==> src/rtl/tdc_evbuf_pkg.sv <==
// Shared definitions for the TDC event buffer: CSR register offsets, bit
// positions of the STATUS and CTRL registers, and the STATUS word packer.
package tdc_evbuf_pkg;

    typedef logic [2:0] csr_off_t;

    localparam csr_off_t REG_STATUS  = 3'd0;
    localparam csr_off_t REG_HEAD_TS = 3'd1;
    localparam csr_off_t REG_HEAD_CH = 3'd2;
    localparam csr_off_t REG_POP     = 3'd3;
    localparam csr_off_t REG_CTRL    = 3'd4;
    localparam csr_off_t REG_DROPS   = 3'd5;

    localparam int ST_NOT_EMPTY = 0;
    localparam int ST_FULL      = 1;
    localparam int ST_OVERFLOW  = 2;
    localparam int ST_LEVEL_LSB = 8;

    localparam int CTRL_EN     = 0;
    localparam int CTRL_IRQ_EN = 1;
    localparam int CTRL_FLUSH  = 2;

    localparam logic [7:0] DROPS_MAX = 8'd255;

    typedef struct packed {
        logic irq_en;
        logic en;
    } ctrl_t;

    function automatic logic [31:0] status_word(input logic       not_empty,
                                                input logic       full,
                                                input logic       overflow,
                                                input logic [7:0] level);
        logic [31:0] w;
        w                          = '0;
        w[ST_NOT_EMPTY]            = not_empty;
        w[ST_FULL]                 = full;
        w[ST_OVERFLOW]             = overflow;
        w[ST_LEVEL_LSB +: 8]       = level;
        return w;
    endfunction

endpackage

==> src/rtl/tdc_evbuf_fifo.sv <==
// Synchronous FIFO with combinational head output; flush clears pointers and
// level and overrides any push/pop in the same cycle.
module tdc_evbuf_fifo #(
    parameter int W  = 35,
    parameter int AW = 4
) (
    input  logic          clk,
    input  logic          rst_n,
    input  logic          push,
    input  logic          pop,
    input  logic          flush,
    input  logic [W-1:0]  din,
    output logic [W-1:0]  dout,
    output logic [AW:0]   level,
    output logic          full,
    output logic          empty
);
    localparam int DEPTH = 1 << AW;

    logic [W-1:0]  mem [DEPTH];
    logic [AW-1:0] wr_ptr_q, wr_ptr_d;
    logic [AW-1:0] rd_ptr_q, rd_ptr_d;
    logic [AW:0]   level_q, level_d;
    logic          do_push, do_pop;

    assign full    = (level_q == (AW+1)'(DEPTH));
    assign empty   = (level_q == '0);
    assign level   = level_q;
    assign dout    = mem[rd_ptr_q];

    // A pop frees the slot a same-cycle push needs, so a full FIFO still accepts.
    assign do_pop  = pop & ~empty;
    assign do_push = push & (~full | do_pop);

    always_comb begin
        wr_ptr_d = wr_ptr_q;
        rd_ptr_d = rd_ptr_q;
        level_d  = level_q;
        if (flush) begin
            wr_ptr_d = '0;
            rd_ptr_d = '0;
            level_d  = '0;
        end else begin
            if (do_push) wr_ptr_d = wr_ptr_q + 1'b1;
            if (do_pop)  rd_ptr_d = rd_ptr_q + 1'b1;
            level_d = level_q + (AW+1)'(do_push) - (AW+1)'(do_pop);
        end
    end

    always_ff @(posedge clk or negedge rst_n) begin
        if (!rst_n) begin
            wr_ptr_q <= '0;
            rd_ptr_q <= '0;
            level_q  <= '0;
        end else begin
            wr_ptr_q <= wr_ptr_d;
            rd_ptr_q <= rd_ptr_d;
            level_q  <= level_d;
        end
    end

    always_ff @(posedge clk) begin
        if (do_push && !flush) mem[wr_ptr_q] <= din;
    end

endmodule

==> src/rtl/tdc_evbuf.sv <==
// CSR-mapped TDC event buffer: captures {channel, timestamp} into a FIFO,
// exposes head/status over CSR, counts drops, and raises a level IRQ.
module tdc_evbuf
    import tdc_evbuf_pkg::*;
#(
    parameter logic [3:0] csr_addr   = 4'h2,
    parameter int         depth_log2 = 4,
    parameter int         ch_width   = 3
) (
    input  logic                sys_clk,
    input  logic                sys_rst_n,
    input  logic [13:0]         csr_a,
    input  logic                csr_we,
    input  logic [31:0]         csr_di,
    output logic [31:0]         csr_do,
    input  logic                ev_stb,
    input  logic [31:0]         ev_ts,
    input  logic [ch_width-1:0] ev_ch,
    output logic                irq
);
    localparam int W = 32 + ch_width;

    logic            sel, wr;
    csr_off_t        off;
    logic            pop_req, flush, push_req, pop_ok, push_ok, drop;
    logic [W-1:0]    head;
    logic [depth_log2:0] level;
    logic            full, empty;
    logic [31:0]     level_ext;

    ctrl_t           ctrl_q, ctrl_d;
    logic            ovf_q, ovf_d;
    logic [7:0]      drops_q, drops_d;
    logic [31:0]     csr_do_q, csr_do_d;
    logic            unused_bits;

    assign sel      = (csr_a[13:10] == csr_addr);
    assign off      = csr_a[2:0];
    assign wr       = sel & csr_we;
    assign pop_req  = wr & (off == REG_POP);
    assign flush    = wr & (off == REG_CTRL) & csr_di[CTRL_FLUSH];
    assign push_req = ev_stb & ctrl_q.en;
    assign pop_ok   = pop_req & ~empty;
    assign push_ok  = push_req & (~full | pop_ok) & ~flush;
    // A push swallowed by a flush is discarded, not counted as a drop.
    assign drop     = push_req & full & ~pop_ok & ~flush;

    assign unused_bits = ^{csr_a[9:3], csr_di[31:3]};

    tdc_evbuf_fifo #(
        .W  (W),
        .AW (depth_log2)
    ) u_fifo (
        .clk   (sys_clk),
        .rst_n (sys_rst_n),
        .push  (push_ok),
        .pop   (pop_ok),
        .flush (flush),
        .din   ({ev_ch, ev_ts}),
        .dout  (head),
        .level (level),
        .full  (full),
        .empty (empty)
    );

    assign level_ext = 32'(level);

    always_comb begin
        ctrl_d  = ctrl_q;
        ovf_d   = ovf_q;
        drops_d = drops_q;
        if (wr && off == REG_CTRL) begin
            ctrl_d.en     = csr_di[CTRL_EN];
            ctrl_d.irq_en = csr_di[CTRL_IRQ_EN];
        end
        // A new drop wins over a same-cycle clear of either drop indicator.
        if (drop)
            ovf_d = 1'b1;
        else if (wr && off == REG_STATUS && csr_di[ST_OVERFLOW])
            ovf_d = 1'b0;
        if (wr && off == REG_DROPS)
            drops_d = drop ? 8'd1 : 8'd0;
        else if (drop && drops_q != DROPS_MAX)
            drops_d = drops_q + 8'd1;
    end

    always_comb begin
        csr_do_d = '0;
        if (sel) begin
            case (off)
                REG_STATUS:  csr_do_d = status_word(~empty, full, ovf_q, level_ext[7:0]);
                REG_HEAD_TS: csr_do_d = empty ? 32'd0 : head[31:0];
                REG_HEAD_CH: csr_do_d = empty ? 32'd0 : 32'(head[W-1:32]);
                REG_CTRL:    csr_do_d = {30'd0, ctrl_q.irq_en, ctrl_q.en};
                REG_DROPS:   csr_do_d = {24'd0, drops_q};
                default:     csr_do_d = '0;
            endcase
        end
    end

    always_ff @(posedge sys_clk or negedge sys_rst_n) begin
        if (!sys_rst_n) begin
            ctrl_q   <= '0;
            ovf_q    <= 1'b0;
            drops_q  <= '0;
            csr_do_q <= '0;
        end else begin
            ctrl_q   <= ctrl_d;
            ovf_q    <= ovf_d;
            drops_q  <= drops_d;
            csr_do_q <= csr_do_d;
        end
    end

    assign csr_do = csr_do_q;
    assign irq    = ctrl_q.irq_en & ~empty;

endmodule

==> config.mk <==
export PLATFORM = sky130hd
export DESIGN_NAME = tdc_evbuf
export DESIGN_NICKNAME = d
export VERILOG_FILES = /design/src/rtl/tdc_evbuf_pkg.sv /design/src/rtl/tdc_evbuf_fifo.sv /design/src/rtl/tdc_evbuf.sv
export SDC_FILE = /design/constraint.sdc
export NUM_CORES = 1
export LEC_CHECK = 0
export CAP_MARGIN = 0
export CORE_UTILIZATION = 25
export CTS_CLUSTER_SIZE = 8
export DETAILED_ROUTE_END_ITERATION = 16
export GPL_TIMING_DRIVEN = 0
export PLACE_DENSITY = 0.47
export REMOVE_ABC_BUFFERS = 1
export SYNTH_ARGS = -nofsm -noshare
export SYNTH_HDL_FRONTEND = slang
export SYNTH_SLANG_ARGS = --single-unit
==> constraint.sdc <==
create_clock -name sys_clk -period 4.7 [get_ports sys_clk]
set_input_delay 0.94 -clock sys_clk [delete_from_list [all_inputs] [get_ports sys_clk]]
set_output_delay 0.94 -clock sys_clk [all_outputs]
set_load 0.02 [all_outputs]
==> results.json, run 1 <==
{
  "via_per_inst": 4.44,
  "fin_ws_ns": 0.747,
  "drc": 0,
  "hold_viol_final": 0,
  "tightest_slew_ns": 0.924,
  "synth-seq-cells": 616,
  "drtIter0Drc": 966,
  "mappedNetlistArea_sq_um": 23800,
  "vias": 11274,
  "max-slew-margin-rel_pct": 38.1,
  "grt_usage_pct": 12.2,
  "final_common_cell": "edfxtp_1",
  "synth.avg_cell_area_sq_um": 22.4,
  "hp-class": "in -> async",
  "num-fill-cells": 9075,
  "clock_path_buffers": 3,
  "rr_worst_depth": 7,
  "io_buffers": 81,
  "floorplan.die.height_um": 311,
  "cp.arrival_ns": 4.18,
  "rsz0062_at_grt": "false",
  "fin_skew_ns": 0.0178,
  "syn_inst": 1064,
  "dieWidth_um": 311,
  "finalSetupViolCount": 0,
  "start_util_pct": 25.4,
  "final_cell_mix": "edfxtp_1, mux4_2, clkbuf_16, clkdlybuf4s50_1, clkbuf_1",
  "cp-end-kind": "flop",
  "yosysWarnings": 0,
  "drv_slew": 0,
  "power.leakage_nw": 9.09,
  "synthToLayoutAreaGrowth_pct": 22.4,
  "critPathKind": "in -> reg",
  "grt_pass1_vias": 12089,
  "power.density_nw_per_um2": 439,
  "clkLatencyLatePin_ns": 0.61,
  "die-area_sq_um": 96500,
  "fin_tns_setup_ns": 0,
  "drv_cap": 0,
  "cts_setup_buffers": 0,
  "core_area_sq_um": 93900,
  "cp.required_ns": 4.93,
  "path_clk_slew_ns": 0.05,
  "start_kind": "input port",
  "cts_hold_buf": 0,
  "rrSetupSlack_ns": 1.21,
  "critPathMaxFanout": 35,
  "place_congestion": 0.694,
  "cts_sinks": 616,
  "diodes": 0,
  "routed_wl_mm": 59.0,
  "cts_buffers": 86,
  "nNetsFinal": 1317,
  "row_count": 112,
  "drive_gt1_share_pct": 26.3,
  "antenna_left": 0,
  "grt_max_degree": 47,
  "tritoncts": "built",
  "r2r_end": "u_fifo.mem[0][30]$_DFFE_PP_",
  "dr.pass1.iters": 5,
  "ys_seq_area_share_pct": 76.5,
  "dp_hpwl_mm": 31.7,
  "dp_slack_ns": 0.173,
  "synth_cell_types": 53,
  "wire_per_inst_um": 23.2,
  "reg2reg_from": "u_fifo.level[2]$_DFF_PN0_",
  "post_cts_resized": 0,
  "grt_antenna_before_repair": 6,
  "cts-root-buf": "clkbuf_16",
  "synthFlopType": "edfxtp_1",
  "synth-async-reset-ratio_pct": 9.09,
  "fmaxAchievable_ghz": 0.253,
  "status": "complete, no violations",
  "htree_num_levels": 3,
  "grt_pass1_wl_mm": 84.9,
  "vdd_drop_max_mv": 0.251,
  "synth_edf_count": 560,
  "grt.overflow.total": 0,
  "io_pins": 118,
  "period_needed_ns": 3.95,
  "finalCritPeriodShare_pct": 84.1
}
final cells by class:
type / instances / area (sq um) / share of cell area, %
clock buffer: 153 / 2450 / 8.39
clock inverter: 3 / 48.8 / 0.167
inverter: 14 / 52.6 / 0.180
multi-input combinational: 376 / 5380 / 18.5
sequential: 616 / 18200 / 62.6
tap: 1254 / 1570 / 5.38
timing repair buffer: 125 / 1420 / 4.87
worst max-delay path: stages:
cell             delay [ns]
clkdlybuf4s50_1        0.43
or4b_4                 0.56
or3_4                  0.41
a211oi_1               0.69
nor2b_1                0.36
and2_4                 0.75
how the worst max path moves through the flow:
| stage | to | slack [ns] | cells past startpoint | from |
|---|---|---|---|---|
| finish | u_fifo.mem[0][30]$_DFFE_PP_ | 0.75 | 6 | csr_a[10] |
| global route | u_fifo.mem[2][22]$_DFFE_PP_ | 0.60 | 6 | csr_a[10] |
| CTS | u_fifo.mem[0][0]$_DFFE_PP_ | 0.81 | 6 | csr_a[10] |
| detailed placement | u_fifo.mem[2][17]$_DFFE_PP_ | 0.17 | 6 | csr_a[10] |
| global placement | u_fifo.mem[0][17]$_DFFE_PP_ | -7.65 | 6 | csr_a[10] |
| floorplan | csr_do[12]$_DFF_PN0_ | -1.82 | 3 | u_fifo.rd_ptr_q[0]$_DFFE_PN0P_ |
state kept, by name, summed over array words and instances, names as in the netlist:
name and count:
csr_do 32, u_fifo.level 5, ovf_q 1, u_fifo.rd_ptr_q 4, ctrl_q 2, drops_q 8, u_fifo.mem 560, u_fifo.wr_ptr_q 4
metrics by stage:
step / hold WS [ns] / instances / util (%) / total power, mW / instance area (sq um)
after floorplan: 0.470 / 1006 / - / 6.90 / 23600
after global placement: 0.499 / 2341 / 27.6 / 7.26 / 26000
after detailed placement: 0.520 / 2385 / 28.4 / 7.18 / 26700
after CTS: 0.214 / 2541 / 31.0 / 13.0 / 29100
after global routing: 0.225 / 2541 / 31.0 / 13.3 / 29100
final: 0.242 / 2541 / 31.0 / 12.8 / 29100
logic make-up (layout without fill, tap and decap cells):
| kind of cell | after synthesis | in the layout | synth area share (%) |
|---|---|---|---|
| mux | 184 | 184 | 16.6 |
| compound gates | 56 | 56 | 1.69 |
| fa+ha+maj | 13 | 13 | 0.715 |
| xor+xnor | 7 | 7 | 0.257 |
| simple gates | 116 | 116 | 3.03 |
| flops | 616 | 616 | 76.5 |
| buf+inv | 72 | 295 | 1.21 |
power breakdown:
part	switching (mW)	total (mW)	internal [mW]
registers	0.0912	6.15	6.06
clock network	2.25	5.73	3.49
logic	0.439	0.904	0.464
cells in the mapped netlist, types with 2 or more instances:
library cell    n  share of area, %
o41ai_1         2             0.074
a21oi_1        14              0.29
edfxtp_1      560                71
nand4b_1        4              0.15
o31ai_1         3             0.095
and3_1         26              0.68
a211o_1         3              0.11
buf_2          13              0.27
nor2_1         14              0.22
nor4b_1         2             0.074
or4_1           4              0.13
clkbuf_1       29              0.46
xor2_1          4              0.15
and2_1          5              0.13
ha_1           12              0.63
buf_1          15              0.24
mux4_2        168                16
xnor2_1         3              0.11
mux2_2          6              0.28
nand2b_1        2             0.053
o2111ai_1       2             0.074
inv_1          14              0.22
a211oi_1        5              0.16
nor3b_1         6              0.19
o21ai_0         8              0.17
dfrtp_1        56               5.9
nor2b_1         8              0.21
nand4_1         3             0.079
nand3_1         6              0.13
a32o_1         10              0.42
mux2i_1        10              0.42
and4_1          4              0.15
nor3_1          3             0.063
or3_1           5              0.13
nand2_1        16              0.25
a31oi_1         2             0.053
layer usage:
layer	vias up	GRT usage, %	routed length (um)
met2	248	18.8	27500
met3	93	3.00	2820
met5	-	0	68
met4	12	2.98	1030
li1	4834	-	-
met1	6087	17.1	27600
(Power assumes the default switching activity.)
==> run 2, diff against run 1 <==
==> constraint.sdc (replaced) <==
create_clock -name sys_clk -period 3.4 [get_ports sys_clk]
set_input_delay 0.68 -clock sys_clk [delete_from_list [all_inputs] [get_ports sys_clk]]
set_output_delay 0.68 -clock sys_clk [all_outputs]
set_load 0.02 [all_outputs]
==> results.json, run 2 (synthesized netlist as in run 1, its figures left out) <==
{
  "status": "finished, violations left",
  "violations": "setup timing",
  "p_int_mw": 13.9,
  "place_area_sq_um": 26700,
  "tritoncts": "built",
  "via_per_inst": 4.47,
  "max_stage_delay_ns": 0.78,
  "finalSetupViolCount": 20,
  "grt_pass1_wl_mm": 86.6,
  "core_area_sq_um": 93900,
  "grt_pass1_vias": 12167,
  "final_cell_area_sq_um": 29300,
  "rsz0062_at_grt": "true",
  "start_kind": "input port",
  "cp.arrival_ns": 3.74,
  "cp_cell_sequence": "clkdlybuf4s50_1, or4b_4, or3_4, a211o_1, nor3b_2, buf_8, buf_6",
  "regArea_sq_um": 18200,
  "start_util_pct": 25.4,
  "critPathMaxFanout": 7,
  "fmaxAchievable_ghz": 0.290,
  "fin_skew_ns": 0.0199,
  "dp_hpwl_mm": 31.7,
  "htree_num_levels": 3,
  "final_cell_mix": "edfxtp_1, mux4_2, clkbuf_16, clkdlybuf4s50_1, clkbuf_1",
  "cts_buffers": 86,
  "pwr-share-seq_pct": 48.0,
  "dp_slack_ns": -0.867,
  "p_sw_mw": 3.88,
  "largest_reg_flops": 560,
  "finalCritPeriodShare_pct": 101,
  "hold_viol_final": 0,
  "grt_usage_pct": 12.5,
  "grt.overflow.total": 0,
  "startpoint": "csr_a[10]",
  "num-fill-cells": 9068,
  "synthToLayoutAreaGrowth_pct": 23.0,
  "drv_cap": 0,
  "fin_ws_ns": -0.0437,
  "cp-end-kind": "flop",
  "hp-class": "in -> async",
  "floorplan.die.height_um": 311,
  "period_needed_ns": 3.44,
  "multi_input_area_sq_um": 5430,
  "drive_gt1_share_pct": 26.9,
  "routed_wl_mm": 60.6,
  "p_comb_share_pct": 7.4,
  "power_switching_share_pct": 21.9,
  "clock_path_buffers": 3,
  "pwr-share-clk_pct": 44.7,
  "drc": 0,
  "max-slew-margin-rel_pct": 38.0,
  "dr.pass1.iters": 5,
  "row_count": 112,
  "power.density_nw_per_um2": 606,
  "rr_worst_depth": 8,
  "io_pins": 118,
  "path_delay_family": "simple AND/OR/NAND/NOR gates",
  "cts-root-buf": "clkbuf_16",
  "vdd_drop_max_mv": 0.347,
  "critPathKind": "in -> reg",
  "vias": 11401,
  "io_buffers": 81,
  "drtIter0Drc": 944,
  "wire_per_inst_um": 23.8,
  "reg2reg_from": "u_fifo.level[2]$_DFF_PN0_",
  "grt_antenna_before_repair": 6,
  "largest_register": "u_fifo.mem",
  "grt_max_degree": 47,
  "cp.required_ns": 3.70,
  "drv_slew": 0,
  "path_clk_slew_ns": 0.05,
  "antenna_left": 0,
  "clkLatencyLatePin_ns": 0.61,
  "rrSetupSlack_ns": 0.16,
  "final_common_cell": "edfxtp_1",
  "diodes": 0,
  "cts_sinks": 616,
  "place_congestion": 0.694,
  "dieWidth_um": 311,
  "nNetsFinal": 1326,
  "slowest_stage": "nor3b_2",
  "die-area_sq_um": 96500,
  "r2r_end": "u_fifo.mem[5][10]$_DFFE_PP_",
  "tightest_slew_ns": 0.926,
  "power.leakage_nw": 9.15,
  "crit_buf_inv": 3
}
run 2: changes by cell type in the layout (fill, tap and decap cells not counted):
cell,before,now
and2_4,4,8
dlygate4sd3_1,0,1
buf_12,0,4
a211oi_1,5,4
a211oi_2,0,1
nor2b_1,8,7
nor2b_4,0,1
run 2: worst max path at each step:
stage / end / slack (ns) / cells after the start
floorplan: csr_do[12]$_DFF_PN0_ / -3.12 / 3
finish: u_fifo.mem[5][10]$_DFFE_PP_ / -0.04 / 7
global placement: u_fifo.mem[0][17]$_DFFE_PP_ / -8.69 / 6
CTS: u_fifo.mem[5][10]$_DFFE_PP_ / -0.02 / 7
detailed placement: u_fifo.mem[2][17]$_DFFE_PP_ / -0.87 / 6
global route: u_fifo.mem[7][22]$_DFFE_PP_ / -0.10 / 7
run 2: metrics by stage:
step | hold WS, ns | cells | util [%] | power, mW | TNS [ns]
global route | 0.530 | 2550 | 31.2 | 18.4 | -1.90
detailed placement | 0.520 | 2385 | 28.4 | 9.93 | -314.50
finish | 0.526 | 2550 | 31.2 | 17.7 | -0.472
floorplan | 0.384 | 1006 | - | 9.54 | -922.60
global placement | 0.499 | 2341 | 27.6 | 10.0 | -5233.57
CTS | 0.514 | 2550 | 31.2 | 18.0 | -0.272
run 2: layout make-up:
type                    instances  share of cell area, %
flip-flops and latches        616                   62.3
multi-input cells             380                   18.5
clock buffers                 153                   8.35
well taps                    1254                   5.36
repair buffers                130                   5.16
inverters                      14                  0.179
clock inverters                 3                  0.167
run 2: layer usage:
metal	up-vias	GRT usage (%)	share of wire, %
li1	4852	-	-
met1	6167	17.5	46
met2	277	19.3	47
met3	93	3.27	5.3
met4	12	3.02	1.7
met5	-	0	0.11
run 2: power by group through the flow:
stage / Sequential (mW) / Clock [mW] / Combinational (mW)
floorplan: 8.72 / 0 / 0.825
global placement: 8.82 / 0 / 1.21
detailed placement: 8.65 / 0 / 1.28
CTS: 8.51 / 8.14 / 1.33
global route: 8.51 / 8.44 / 1.43
finish: 8.51 / 7.92 / 1.31
run 2: timing repair:
| item | in CTS | in global routing |
|---|---|---|
| setup endpoints to repair | 198 | 24 |
| pin swaps | 5 | 0 |
| buffers inserted | 4 | 0 |
| hold buffers | 1 | 0 |
| resized for setup | 7 | 0 |
| gates cloned | 4 | 0 |
| endpoints found under the hold margin | 13 | 0 |
==> run 3, diff against run 2 <==
--- a/config.mk
+++ b/config.mk
@@ -9,8 +9,9 @@
 export CORE_UTILIZATION = 25
 export CTS_CLUSTER_SIZE = 8
 export DETAILED_ROUTE_END_ITERATION = 16
+export DONT_BUFFER_PORTS = 1
 export GPL_TIMING_DRIVEN = 0
-export PLACE_DENSITY = 0.47
+export PLACE_DENSITY = 0.46
 export REMOVE_ABC_BUFFERS = 1
 export SYNTH_ARGS = -nofsm -noshare
 export SYNTH_HDL_FRONTEND = slang
==> constraint.sdc (replaced) <==
create_clock -name sys_clk -period 3.4 [get_ports sys_clk]
set_input_delay 0.34 -clock sys_clk [delete_from_list [all_inputs] [get_ports sys_clk]]
set_output_delay 0.34 -clock sys_clk [all_outputs]
set_load 0.02 [all_outputs]
==> results.json, run 3 (synthesized netlist as in run 1, its figures left out) <==
{
  "clock_path_buffers": 3,
  "hold_viol_final": 0,
  "grt_usage_pct": 12.8,
  "cp_cell_sequence": "inv_1, ha_1, nor4b_4, or3_4, a211oi_1, nor2b_2, and2_4",
  "drive_gt1_share_pct": 27.5,
  "dieWidth_um": 311,
  "drc": 0,
  "startpoint": "u_fifo.level[2]$_DFF_PN0_",
  "cts_sinks": 616,
  "largest_reg_flops": 560,
  "dr.pass1.iters": 5,
  "htree_num_levels": 3,
  "drtIter0Drc": 1024,
  "place_congestion": 0.675,
  "rr_worst_depth": 7,
  "violations": "setup timing",
  "hp-class": "in -> reg",
  "max_stage_delay_ns": 0.58,
  "final_common_cell": "edfxtp_1",
  "met2_usage_pct": 19.3,
  "grt_pass1_wl_mm": 88.7,
  "routed_wl_mm": 61.4,
  "holdWs_ns": 0.0427,
  "finalCritPeriodShare_pct": 100,
  "path_delay_family": "simple AND/OR/NAND/NOR gates",
  "grt_use_met3_pct": 3.13,
  "io_buffers": 0,
  "crit_buf_inv": 1,
  "core_area_sq_um": 93900,
  "power.density_nw_per_um2": 616,
  "synthToLayoutAreaGrowth_pct": 21.4,
  "max-slew-margin-rel_pct": 41.0,
  "drv_slew": 0,
  "final_cell_mix": "edfxtp_1, mux4_2, clkbuf_16, clkbuf_1, dfrtp_1",
  "grt_max_degree": 57,
  "grt.overflow.total": 0,
  "fin_ws_ns": -0.00361,
  "die-area_sq_um": 96500,
  "critPathMaxFanout": 18,
  "period_needed_ns": 3.40,
  "grt_busiest_layer": "met2",
  "diodes": 0,
  "dp_hpwl_mm": 32.1,
  "num-fill-cells": 9086,
  "grt_antenna_before_repair": 6,
  "power.leakage_nw": 9.02,
  "start_util_pct": 25.4,
  "holdPathStages": 2,
  "start_kind": "flop",
  "cp-end-kind": "flop",
  "tightest_slew_ns": 0.885,
  "cts_buffers": 86,
  "status": "finished, violations left",
  "clkLatencyLatePin_ns": 0.64,
  "largest_register": "u_fifo.mem",
  "io_pins": 118,
  "cp.arrival_ns": 3.65,
  "vias": 11403,
  "rrSetupSlack_ns": -0.004,
  "wire_per_inst_um": 24.4,
  "finalSetupViolCount": 4,
  "cts-root-buf": "clkbuf_16",
  "path_clk_slew_ns": 0.05,
  "grt_pass1_vias": 12043,
  "cp.required_ns": 3.64,
  "place_area_sq_um": 25800,
  "floorplan.die.height_um": 311,
  "reg2reg_from": "u_fifo.level[2]$_DFF_PN0_",
  "critPathKind": "reg -> reg",
  "final_cell_area_sq_um": 28900,
  "via_per_inst": 4.54,
  "use_met1_pct": 18.4,
  "fmaxAchievable_ghz": 0.294,
  "row_count": 112,
  "crit_end": "u_fifo.mem[1][24]$_DFFE_PP_",
  "fin_skew_ns": 0.0320,
  "nNetsFinal": 1285,
  "tritoncts": "built",
  "drv_cap": 0,
  "antenna_left": 0,
  "r2r_end": "u_fifo.mem[1][24]$_DFFE_PP_",
  "slowest_stage": "a211oi_1",
  "cp_num_cells": 7,
  "vdd_drop_max_mv": 0.322,
  "rsz0062_at_grt": "true"
}
## run 3: cell types whose count changed in the layout (fill, tap and decap cells not counted), moves of 2 or more
| cell | previous run | this run |
|---|---|---|
| inv_6 | 0 | 3 |
| clkinv_8 | 3 | 1 |
| clkbuf_1 | 65 | 68 |
| dlygate4sd3_1 | 1 | 44 |
| buf_8 | 4 | 2 |
| buf_4 | 13 | 10 |
| clkdlybuf4s50_1 | 80 | 0 |
## run 3: layer usage
layer / share of wire [%] / vias to the layer above
li1: - / 4778
met4: 1.9 / 6
met2: 46 / 338
met3: 5.8 / 100
met1: 46 / 6181
met5: 0.078 / -
## run 3: final cells by class
cell class              instances  area [sq um]  area share (%)
flip-flops and latches        616         18200            63.1
multi-input cells             380          5420            18.8
clock buffers                 155          2430            8.42
well taps                    1254          1570            5.43
repair buffers                 89          1100            3.80
clock inverters                 6          92.6           0.320
inverters                      14          52.6           0.182
## run 3: timing repair
action | 4_1_cts | 5_1_grt
pin swaps | 4 | 5
setup endpoints to repair | 7 | 163
hold endpoints to repair | 623 | 0
hold buffers | 45 | 0
gates resized for setup | 5 | 1
setup buffers | 0 | 4
gates cloned | 4 | 0
## run 3: power breakdown
group	total (mW)	switching (mW)	internal (mW)
clock network	8.00	3.19	4.82
logic	1.29	0.649	0.645
registers	8.50	0.124	8.38
## run 3: worst min path at each step
stage / start / endpoint / slack, ns
floorplan: sys_rst_n / csr_do[0]$_DFF_PN0_ / 0.04
global placement: sys_rst_n / csr_do[4]$_DFF_PN0_ / 0.05
detailed placement: sys_rst_n / csr_do[4]$_DFF_PN0_ / 0.05
CTS: csr_a[1] / csr_do[0]$_DFF_PN0_ / 0.002
global route: csr_we / ctrl_q[1]$_DFFE_PN0N_ / 0.009
finish: csr_we / ctrl_q[1]$_DFFE_PN0N_ / 0.04
## run 3: stage by stage
stage / cells / total power, mW / worst slack (ns) / TNS (ns) / util, %
6_report: 2514 / 17.8 / -0.00361 / -0.0107 / 30.8
4_1_cts: 2510 / 18.0 / 0.0125 / 0 / 30.7
2_1_floorplan: 1006 / 9.54 / -3.12 / -725.40 / -
5_1_grt: 2514 / 18.4 / -0.113 / -9.61 / 30.8
3_3_place_gp: 2260 / 9.89 / -7.72 / -4591.31 / 26.8
3_5_place_dp: 2300 / 9.77 / -0.0224 / -0.478 / 27.5
